### src/rtl/disp_pkg.sv
// disp_pkg: shared states, slot sequence and data types for the display scan controller
package disp_pkg;

    typedef enum logic {IDLE, SCAN} state_t;

    typedef struct packed {
        logic [7:0] a;
        logic [7:0] b;
        logic [7:0] r;
    } disp_data_t;

    localparam int unsigned DEFAULT_REFRESH_DIV = 100000;
    localparam logic [3:0] DISP_BLANK = 4'd2;
    localparam logic [2:0] SLOT_LAST = 3'd5;
    // Slot index 0..5 maps to displays 0,1,4,5,6,7; displays 2 and 3 are never driven
    localparam logic [5:0][3:0] SLOT_SEQ = {4'd7, 4'd6, 4'd5, 4'd4, 4'd1, 4'd0};

    function automatic logic [3:0] slot_nibble(input logic [2:0] slot, input disp_data_t d);
        logic [7:0] sel;
        sel = slot[2] ? d.r : slot[1] ? d.b : d.a;
        return slot[0] ? sel[3:0] : sel[7:4];
    endfunction

endpackage

### src/rtl/disp_scan_ctrl_tick_gen.sv
// tick_gen: free-running 0..DIV-1 prescaler with a one-cycle tick on the last count
module tick_gen
    import disp_pkg::*;
#(
    parameter int unsigned DIV = DEFAULT_REFRESH_DIV
) (
    input  logic clk,
    input  logic reset,
    input  logic clr,
    output logic tick
);

    localparam int unsigned CW = DIV > 1 ? $clog2(DIV) : 1;
    localparam logic [CW-1:0] LAST = CW'(DIV - 1);

    logic [CW-1:0] cnt_q, cnt_d;

    always_comb begin
        tick  = !clr && cnt_q == LAST;
        cnt_d = (clr || tick) ? '0 : cnt_q + CW'(1);
    end

    always_ff @(posedge clk) begin
        if (reset) cnt_q <= '0;
        else       cnt_q <= cnt_d;
    end

endmodule

### src/rtl/disp_scan_ctrl.sv
// disp_scan_ctrl: multiplexes A, B and result onto six 7-segment slots with frame-safe data loading
module disp_scan_ctrl
    import disp_pkg::*;
#(
    parameter int unsigned REFRESH_DIV = DEFAULT_REFRESH_DIV
) (
    input  logic       clk,
    input  logic       reset,
    input  logic       enable,
    input  logic       load_valid,
    output logic       load_ready,
    input  logic [7:0] op_a,
    input  logic [7:0] op_b,
    input  logic [7:0] result,
    output logic [3:0] disp_idx,
    output logic [3:0] nibble,
    output logic       position,
    output logic       frame_done
);

    state_t     state_q, state_d;
    logic [2:0] slot_q, slot_d;
    disp_data_t active_q, active_d, pend_q, pend_d;
    logic       pend_v_q, pend_v_d;
    logic       load_ready_q, load_ready_d;
    logic       frame_done_q, frame_done_d;
    logic [3:0] disp_idx_q, disp_idx_d;
    logic [3:0] nibble_q, nibble_d;
    logic       position_q, position_d;
    logic       tick, tick_clr, enter, advance, boundary, apply, accept;

    assign tick_clr = state_q == IDLE;

    tick_gen #(.DIV(REFRESH_DIV)) u_tick (
        .clk   (clk),
        .reset (reset),
        .clr   (tick_clr),
        .tick  (tick)
    );

    // Pending data only moves to the active copy between frames, so a frame never mixes loads
    always_comb begin
        enter        = state_q == IDLE && enable;
        advance      = state_q == SCAN && tick;
        boundary     = advance && slot_q == SLOT_LAST;
        apply        = enter || boundary;
        accept       = load_valid && load_ready_q;
        state_d      = enter ? SCAN : (boundary && !enable) ? IDLE : state_q;
        slot_d       = apply ? 3'd0 : advance ? slot_q + 3'd1 : slot_q;
        active_d     = (apply && pend_v_q) ? pend_q : active_q;
        pend_v_d     = accept ? 1'b1 : apply ? 1'b0 : pend_v_q;
        pend_d       = accept ? '{a: op_a, b: op_b, r: result} : pend_q;
        load_ready_d = !pend_v_d;
        frame_done_d = boundary;
        disp_idx_d   = state_q == SCAN ? SLOT_SEQ[slot_q] : DISP_BLANK;
        nibble_d     = state_q == SCAN ? slot_nibble(slot_q, active_q) : 4'd0;
        position_d   = state_q == SCAN && slot_q[2];
    end

    always_ff @(posedge clk) begin
        if (reset) begin
            state_q      <= IDLE;
            slot_q       <= '0;
            active_q     <= '0;
            pend_q       <= '0;
            pend_v_q     <= 1'b0;
            load_ready_q <= 1'b1;
            frame_done_q <= 1'b0;
            disp_idx_q   <= DISP_BLANK;
            nibble_q     <= '0;
            position_q   <= 1'b0;
        end else begin
            state_q      <= state_d;
            slot_q       <= slot_d;
            active_q     <= active_d;
            pend_q       <= pend_d;
            pend_v_q     <= pend_v_d;
            load_ready_q <= load_ready_d;
            frame_done_q <= frame_done_d;
            disp_idx_q   <= disp_idx_d;
            nibble_q     <= nibble_d;
            position_q   <= position_d;
        end
    end

    assign load_ready = load_ready_q;
    assign frame_done = frame_done_q;
    assign disp_idx   = disp_idx_q;
    assign nibble     = nibble_q;
    assign position   = position_q;

endmodule

### config.mk
export PLATFORM = sky130hd
export DESIGN_NAME = disp_scan_ctrl
export DESIGN_NICKNAME = d
export VERILOG_FILES = /design/src/rtl/disp_pkg.sv /design/src/rtl/disp_scan_ctrl_tick_gen.sv /design/src/rtl/disp_scan_ctrl.sv
export SDC_FILE = /design/constraint.sdc
export NUM_CORES = 1
export LEC_CHECK = 0
export ABC_AREA = 1
export ABC_CLOCK_PERIOD_IN_PS = 1900
export CAP_MARGIN = 20
export CORE_UTILIZATION = 45
export CTS_CLUSTER_DIAMETER = 60
export DETAILED_ROUTE_END_ITERATION = 10
export PLACE_DENSITY = 0.73
export SYNTH_ARGS = -nofsm -noshare
export SYNTH_HDL_FRONTEND = slang
export SYNTH_HIERARCHICAL = 1
export SYNTH_SLANG_ARGS = --single-unit
### constraint.sdc
create_clock -name clk -period 1.9 [get_ports clk]
set_input_delay 0.285 -clock clk [delete_from_list [all_inputs] [get_ports clk]]
set_output_delay 0.285 -clock clk [all_outputs]
set_load 0.05 [all_outputs]
* Yosys cells after proc, flatten, opt, wreduce, memory -nomap -nowiden
Memories as Yosys holds them, arrays and structs flattened. A register that Yosys moved wholly into a read port is not among the register bits.
Cells that the tools add are included.
Widths: inputs -> output; s select.
** Storage, ports and cells
- Input port bits :: 28
- Memories kept :: 1
- Word-level logic and storage cells :: 43
- Output and inout bits :: 11
- Flip-flop bits (word level) :: 77
- Bits in read-only memories :: 32
** Cells by class
- Bitwise operators :: 1
- Eq/ne operators :: 2
- Add/subtract/negate cells :: 2
- Reductions and logical operators :: 16
- Multiplexer cells :: 7
** Memory list
- (no name shown) :: depth 8, bits a word 4, rd ports 1, clocked after Yosys merged registers in 1, wr ports 0, RTL line disp_scan_ctrl.sv:55 : disp_idx_d = state_q == SCAN ? SLOT_SEQ[slot_q] : DISP_BLANK;
** Operators by type and width (number)
- $add 17x1->17 const B :: 1
- $eq 17x17->1 const B :: 1
- $mux 8 :: 2
- $logic_and 1x1->1 :: 8
- $reduce_or 2->1 :: 3
- $mux 1 :: 4
- $mux 4 :: 1
- $add 3x1->3 const B :: 1
- $eq 3x3->1 const B :: 1
- $logic_not 1->1 :: 2
- $logic_or 1x1->1 :: 2
- $reduce_bool 2->1 :: 1
- $not 1->1 :: 1

* Logic depth before layout (Yosys ltp)
- Word-level depth :: 8
- Mapped depth :: 13
- Mapped depth without buffers :: 13

* Hierarchy
Netlist, hierarchy kept.
** By module, submodules not included
- disp_scan_ctrl :: area each 2650.0 um^2, times used 1, sequential area each 1261.2 um^2, cells an instance 349
- tick_gen :: area each 895.9 um^2, times used 1, sequential area each 340.3 um^2, cells an instance 135

* Worst setup path before layout
No wires, ideal clock.
- Path kind :: reg-to-reg
- From :: register u_tick.cnt_q[0]
- To :: register active_q[12] in the netlist's numbering
- Path buffers :: 2
- Setup slack :: 0.160 ns
- Required time :: 1.836 ns
- Stages on the path, launching flop included :: 12
- Data arrival time :: 1.676 ns
- Period minus slack after synthesis :: 1.740 ns
- Setup time :: 0.064 ns
- Cells stage by stage :: dfxtp_1 ha_1 nand2_1 nor2_2 nand3_2 nor2_1 nand2_2 o21ai_2 buf_6 buf_8 a21oi_2 nor2_1
** On the way
- Word-level cells in the longest chain between the ends :: 6
** RTL lines
- start, declared :: RTL line disp_scan_ctrl_tick_gen.sv:16 : logic [CW-1:0] cnt_q, cnt_d;
- start signal, assigned :: RTL line disp_scan_ctrl_tick_gen.sv:25 : else cnt_q <= cnt_d;
- $eq 17x17->1 :: RTL line disp_scan_ctrl_tick_gen.sv:19 : tick = !clr && cnt_q == LAST;
- $logic_and 1x1->1 :: RTL line disp_scan_ctrl_tick_gen.sv:19
- net tick :: RTL line disp_scan_ctrl.sv:30 : logic tick, tick_clr, enter, advance, boundary, apply, accept;
- $logic_and 1x1->1 :: RTL line disp_scan_ctrl.sv:44 : advance = state_q == SCAN && tick;
- $logic_and 1x1->1 :: RTL line disp_scan_ctrl.sv:45 : boundary = advance && slot_q == SLOT_LAST;
- $logic_or 1x1->1 :: RTL line disp_scan_ctrl.sv:46 : apply = enter || boundary;
- $logic_and 1x1->1 :: RTL line disp_scan_ctrl.sv:50 : active_d = (apply && pend_v_q) ? pend_q : active_q;
- end signal, assigned :: RTL line disp_scan_ctrl.sv:75 : active_q <= active_d;
- end, declared :: RTL line disp_scan_ctrl.sv:23 : disp_data_t active_q, active_d, pend_q, pend_d;
The timed path passes the listed nets, and every way through them passes these cells.
A chain may end at the register's enable or synchronous reset.

* Worst setup path in the final report
- From :: register u_tick.cnt_q[0]
- To :: register active_q[1] in the netlist's numbering
Same word-level chain as after synthesis.

==> flow_results.xml <==
<?xml version="1.0" encoding="UTF-8"?>
<metrics>
  <group name="timing">
    <metric name="finalWorstSetupSlack" unit="ns">0.109</metric>
    <metric name="fin_setup_tns" unit="ns">0</metric>
    <metric name="setup_viol" unit="">0</metric>
    <metric name="fin_crit_sh" unit="">0.943</metric>
    <metric name="maximum_clock_frequency" unit="MHz">558</metric>
    <metric name="timing.final.crit_period" unit="ns">1.79</metric>
    <metric name="hold_ws" unit="ns">0.418</metric>
    <metric name="fin_hold_viols" unit="">0</metric>
    <metric name="final_report_max_slew_violation_count" unit="">0</metric>
    <metric name="skew" unit="ns">0.0122</metric>
  </group>
  <group name="run_status">
    <metric name="status" unit="">finished, final reports clean</metric>
  </group>
  <group name="setup_path">
    <metric name="required" unit="ns">2.15</metric>
    <metric name="timing.critical_path.to_type" unit="">flop</metric>
    <metric name="critical_path_arrival" unit="ns">2.04</metric>
    <metric name="path_max_fanout" unit="">12</metric>
    <metric name="startpoint_type" unit="">flop</metric>
    <metric name="kind_of_critical_path" unit="">flop to flop</metric>
  </group>
  <group name="grt">
    <metric name="grt_max_degree" unit="">51</metric>
    <metric name="overflow" unit="">0</metric>
    <metric name="grt_pass1_wl" unit="um">12200</metric>
    <metric name="track_usage" unit="">0.184</metric>
    <metric name="first_global_vias" unit="">2696</metric>
    <metric name="antenna_found_initial" unit="">0</metric>
  </group>
  <group name="power">
    <metric name="power.leakage" unit="nW">1.73</metric>
    <metric name="power_per_cell_area" unit="mW/mm^2">789</metric>
    <metric name="power.total" unit="mW">3.47</metric>
    <metric name="irDropWorstVdd" unit="mV">0.581</metric>
  </group>
  <group name="floorplanning">
    <metric name="num_io_pins" unit="">39</metric>
    <metric name="initial_utilization" unit="">0.461</metric>
    <metric name="floorplan.die_area" unit="sq mm">0.00824</metric>
    <metric name="rows" unit="">32</metric>
    <metric name="chipWidth" unit="um">90.8</metric>
    <metric name="die_height" unit="um">90.8</metric>
    <metric name="placeableCoreArea" unit="sq mm">0.00769</metric>
  </group>
  <group name="route">
    <metric name="route.met3.wl" unit="um">316</metric>
    <metric name="top_layer" unit="">met4</metric>
    <metric name="detail_route.wirelength" unit="um">7600</metric>
    <metric name="detail_route.vias_per_cell" unit="">4.88</metric>
    <metric name="count_of_routing_violations_after_the_opening_detailed_route_iteration" unit="">149</metric>
    <metric name="routedWlPerCell" unit="um">11.9</metric>
    <metric name="met1Wirelength" unit="um">3760</metric>
    <metric name="met2RoutedLength" unit="um">3360</metric>
    <metric name="postRouteAntennaNets" unit="">0</metric>
    <metric name="detail_route.first_pass.iterations" unit="">4</metric>
    <metric name="drcViolationCount" unit="">0</metric>
    <metric name="dr_total_vias" unit="">3108</metric>
  </group>
  <group name="clock_network">
    <metric name="clk_root_buffer_cell" unit="">clkbuf_8</metric>
    <metric name="tritoncts_clock_tree" unit="">yes</metric>
    <metric name="clk_transition_reported_paths" unit="ns">0.09</metric>
    <metric name="ctsHoldBuffers" unit="">0</metric>
    <metric name="worst_skew_pair.late_latency" unit="ns">0.35</metric>
    <metric name="clock_tree.buffer_depth" unit="">2</metric>
    <metric name="cts_buffers" unit="">9</metric>
    <metric name="ctsHtreeMaxLevel" unit="">3</metric>
    <metric name="cts.sinks" unit="">80</metric>
  </group>
  <group name="logic_synthesis">
    <metric name="synth_enable_flop_cells" unit="">0</metric>
    <metric name="synth_area_per_cell" unit="sq um">7.33</metric>
    <metric name="post_synth_instance_area" unit="sq mm">0.00355</metric>
    <metric name="synth_fp_nets" unit="">515</metric>
    <metric name="yosys_register_bits" unit="">80</metric>
    <metric name="synthFlopType" unit="">dfxtp_1</metric>
    <metric name="synth.lib_cells_used.distinct" unit="">29</metric>
    <metric name="post_synth_inst_count" unit="">484</metric>
    <metric name="synth.yosys.warnings" unit="">6</metric>
    <metric name="asyncSetResetFlopFracSynth" unit="">0</metric>
    <metric name="synth-seq-area-share" unit="">0.452</metric>
  </group>
  <group name="cells_and_area">
    <metric name="fin_nets" unit="">561</metric>
    <metric name="final_area" unit="sq mm">0.00440</metric>
    <metric name="layout-area-overhead-vs-synth" unit="%">24.1</metric>
    <metric name="post-route-util" unit="">0.572</metric>
    <metric name="num_antenna_cells" unit="">0</metric>
    <metric name="post_route_cells_drive_above_1_share" unit="">0.142</metric>
    <metric name="fill_cells" unit="">738</metric>
    <metric name="layoutNonFillerInstCount" unit="">637</metric>
  </group>
  <group name="placed_design">
    <metric name="post-place-ws" unit="ns">0.0348</metric>
    <metric name="detailed_place_hpwl" unit="um">4850</metric>
    <metric name="place_area" unit="sq mm">0.00408</metric>
    <metric name="finalWeightedCongestion" unit="">0.814</metric>
    <metric name="portBuffers" unit="">37</metric>
    <metric name="place_inst" unit="">614</metric>
  </group>
  <group name="hold_path">
    <metric name="min-delay-path-class" unit="">flop to flop</metric>
  </group>
  <group name="flow_run">
    <metric name="cap_violations" unit="">0</metric>
  </group>
</metrics>
-- flip-flops by register name, indices dropped and copies added (netlist names) --
signal / cells
state_q: 1
disp_idx: 3
pend_v_q: 1
slot_q: 3
nibble: 4
position: 1
frame_done: 1
active_q: 24
u_tick/cnt_q: 17
pend_q: 24
load_ready: 1
-- final timing paths --
kind / start / end / slack [ns] / cells past startpoint
setup / recovery: u_tick/cnt_q[0]$_SDFF_PP0_ / active_q[1]$_SDFFE_PP0P_ / 0.11 / 12
hold / removal: u_tick/cnt_q[0]$_SDFF_PP0_ / u_tick/cnt_q[0]$_SDFF_PP0_ / 0.42 / 1
setup reg to reg: u_tick/cnt_q[0]$_SDFF_PP0_ / active_q[1]$_SDFFE_PP0P_ / 0.11 / 12
hold reg to reg: u_tick/cnt_q[0]$_SDFF_PP0_ / u_tick/cnt_q[0]$_SDFF_PP0_ / 0.42 / 1
-- layout make-up --
class	count	area, sq um	area share
clock buffer	9	124	0.0281
sequential	80	1600	0.365
timing repair buffer	59	641	0.146
tap	102	128	0.0290
multi-input combinational	316	1590	0.361
clock inverter	7	77.6	0.0176
inverter	64	240	0.0546
-- logic make-up after synthesis --
kind of cell	after synthesis	synth area share
flip-flops	80	0.452
adder cells (fa/ha/maj)	3	0.0106
XOR/XNOR	6	0.0148
AO/OA/AOI/OAI	95	0.160
buffers and inverters	88	0.107
other	1	0.00106
AND/OR/NAND/NOR	211	0.255
-- synthesized netlist by cell type, types with 4 or more instances --
library cell | n | share of area
inv_1 | 63 | 0.067
nand2_1 | 88 | 0.093
nand4_1 | 5 | 0.0088
nand3_1 | 46 | 0.065
clkbuf_1 | 12 | 0.013
a21oi_1 | 41 | 0.058
nor2_1 | 59 | 0.062
buf_2 | 4 | 0.0056
dfxtp_1 | 80 | 0.45
a21oi_2 | 20 | 0.049
or2_2 | 5 | 0.0088
xor2_1 | 5 | 0.012
o21ai_0 | 28 | 0.040
-- what timing repair did --
action / in CTS / in global routing
gates resized for setup: 1 / 4
gates cloned: 0 / 4
setup buffers: 0 / 3
setup endpoints to repair: 1 / 26
pin swaps: 0 / 3
-- where the power goes --
group / switching, mW / total (mW) / internal, mW / leakage (nW)
Combinational: 0.221 / 0.405 / 0.184 / 0.980
Clock: 0.651 / 1.27 / 0.618 / 0.100
Sequential: 0.0432 / 1.80 / 1.75 / 0.654
Total: 0.915 / 3.47 / 2.56 / 1.73
-- cell usage in the layout (no fill, tap or decap), drive strengths merged, types with 2 or more instances in the layout --
| cell | n |
|---|---|
| ha | 3 |
| o21ai | 29 |
| dfxtp | 80 |
| buf | 20 |
| o211ai | 3 |
| a21oi | 61 |
| clkinv | 4 |
| inv | 65 |
| nand3 | 47 |
| nor2 | 62 |
| nand4 | 5 |
| nand2 | 91 |
| or2 | 6 |
| xor2 | 5 |
| o21bai | 2 |
| clkdlybuf4s50 | 37 |
| clkbuf | 11 |
-- worst max-delay path: stages, from the launching register on --
cell     delay [ns]
dfxtp_2        0.34
ha_1           0.19
nand2_2        0.09
nor2_4         0.13
nand3_2        0.08
nor2_2         0.11
nand2_2        0.10
o21ai_4        0.16
buf_12         0.15
buf_12         0.13
nand3_1        0.08
nand2_1        0.09
nor2_1         0.04
-- per-layer routing --
metal / GRT usage / up-vias
li1: - / 1630
met1: 0.255 / 1381
met2: 0.280 / 81
met3: 0.0404 / 16
met4: 0.0675 / 0
met5: 0 / -
Power figures use the tool's default switching activity.
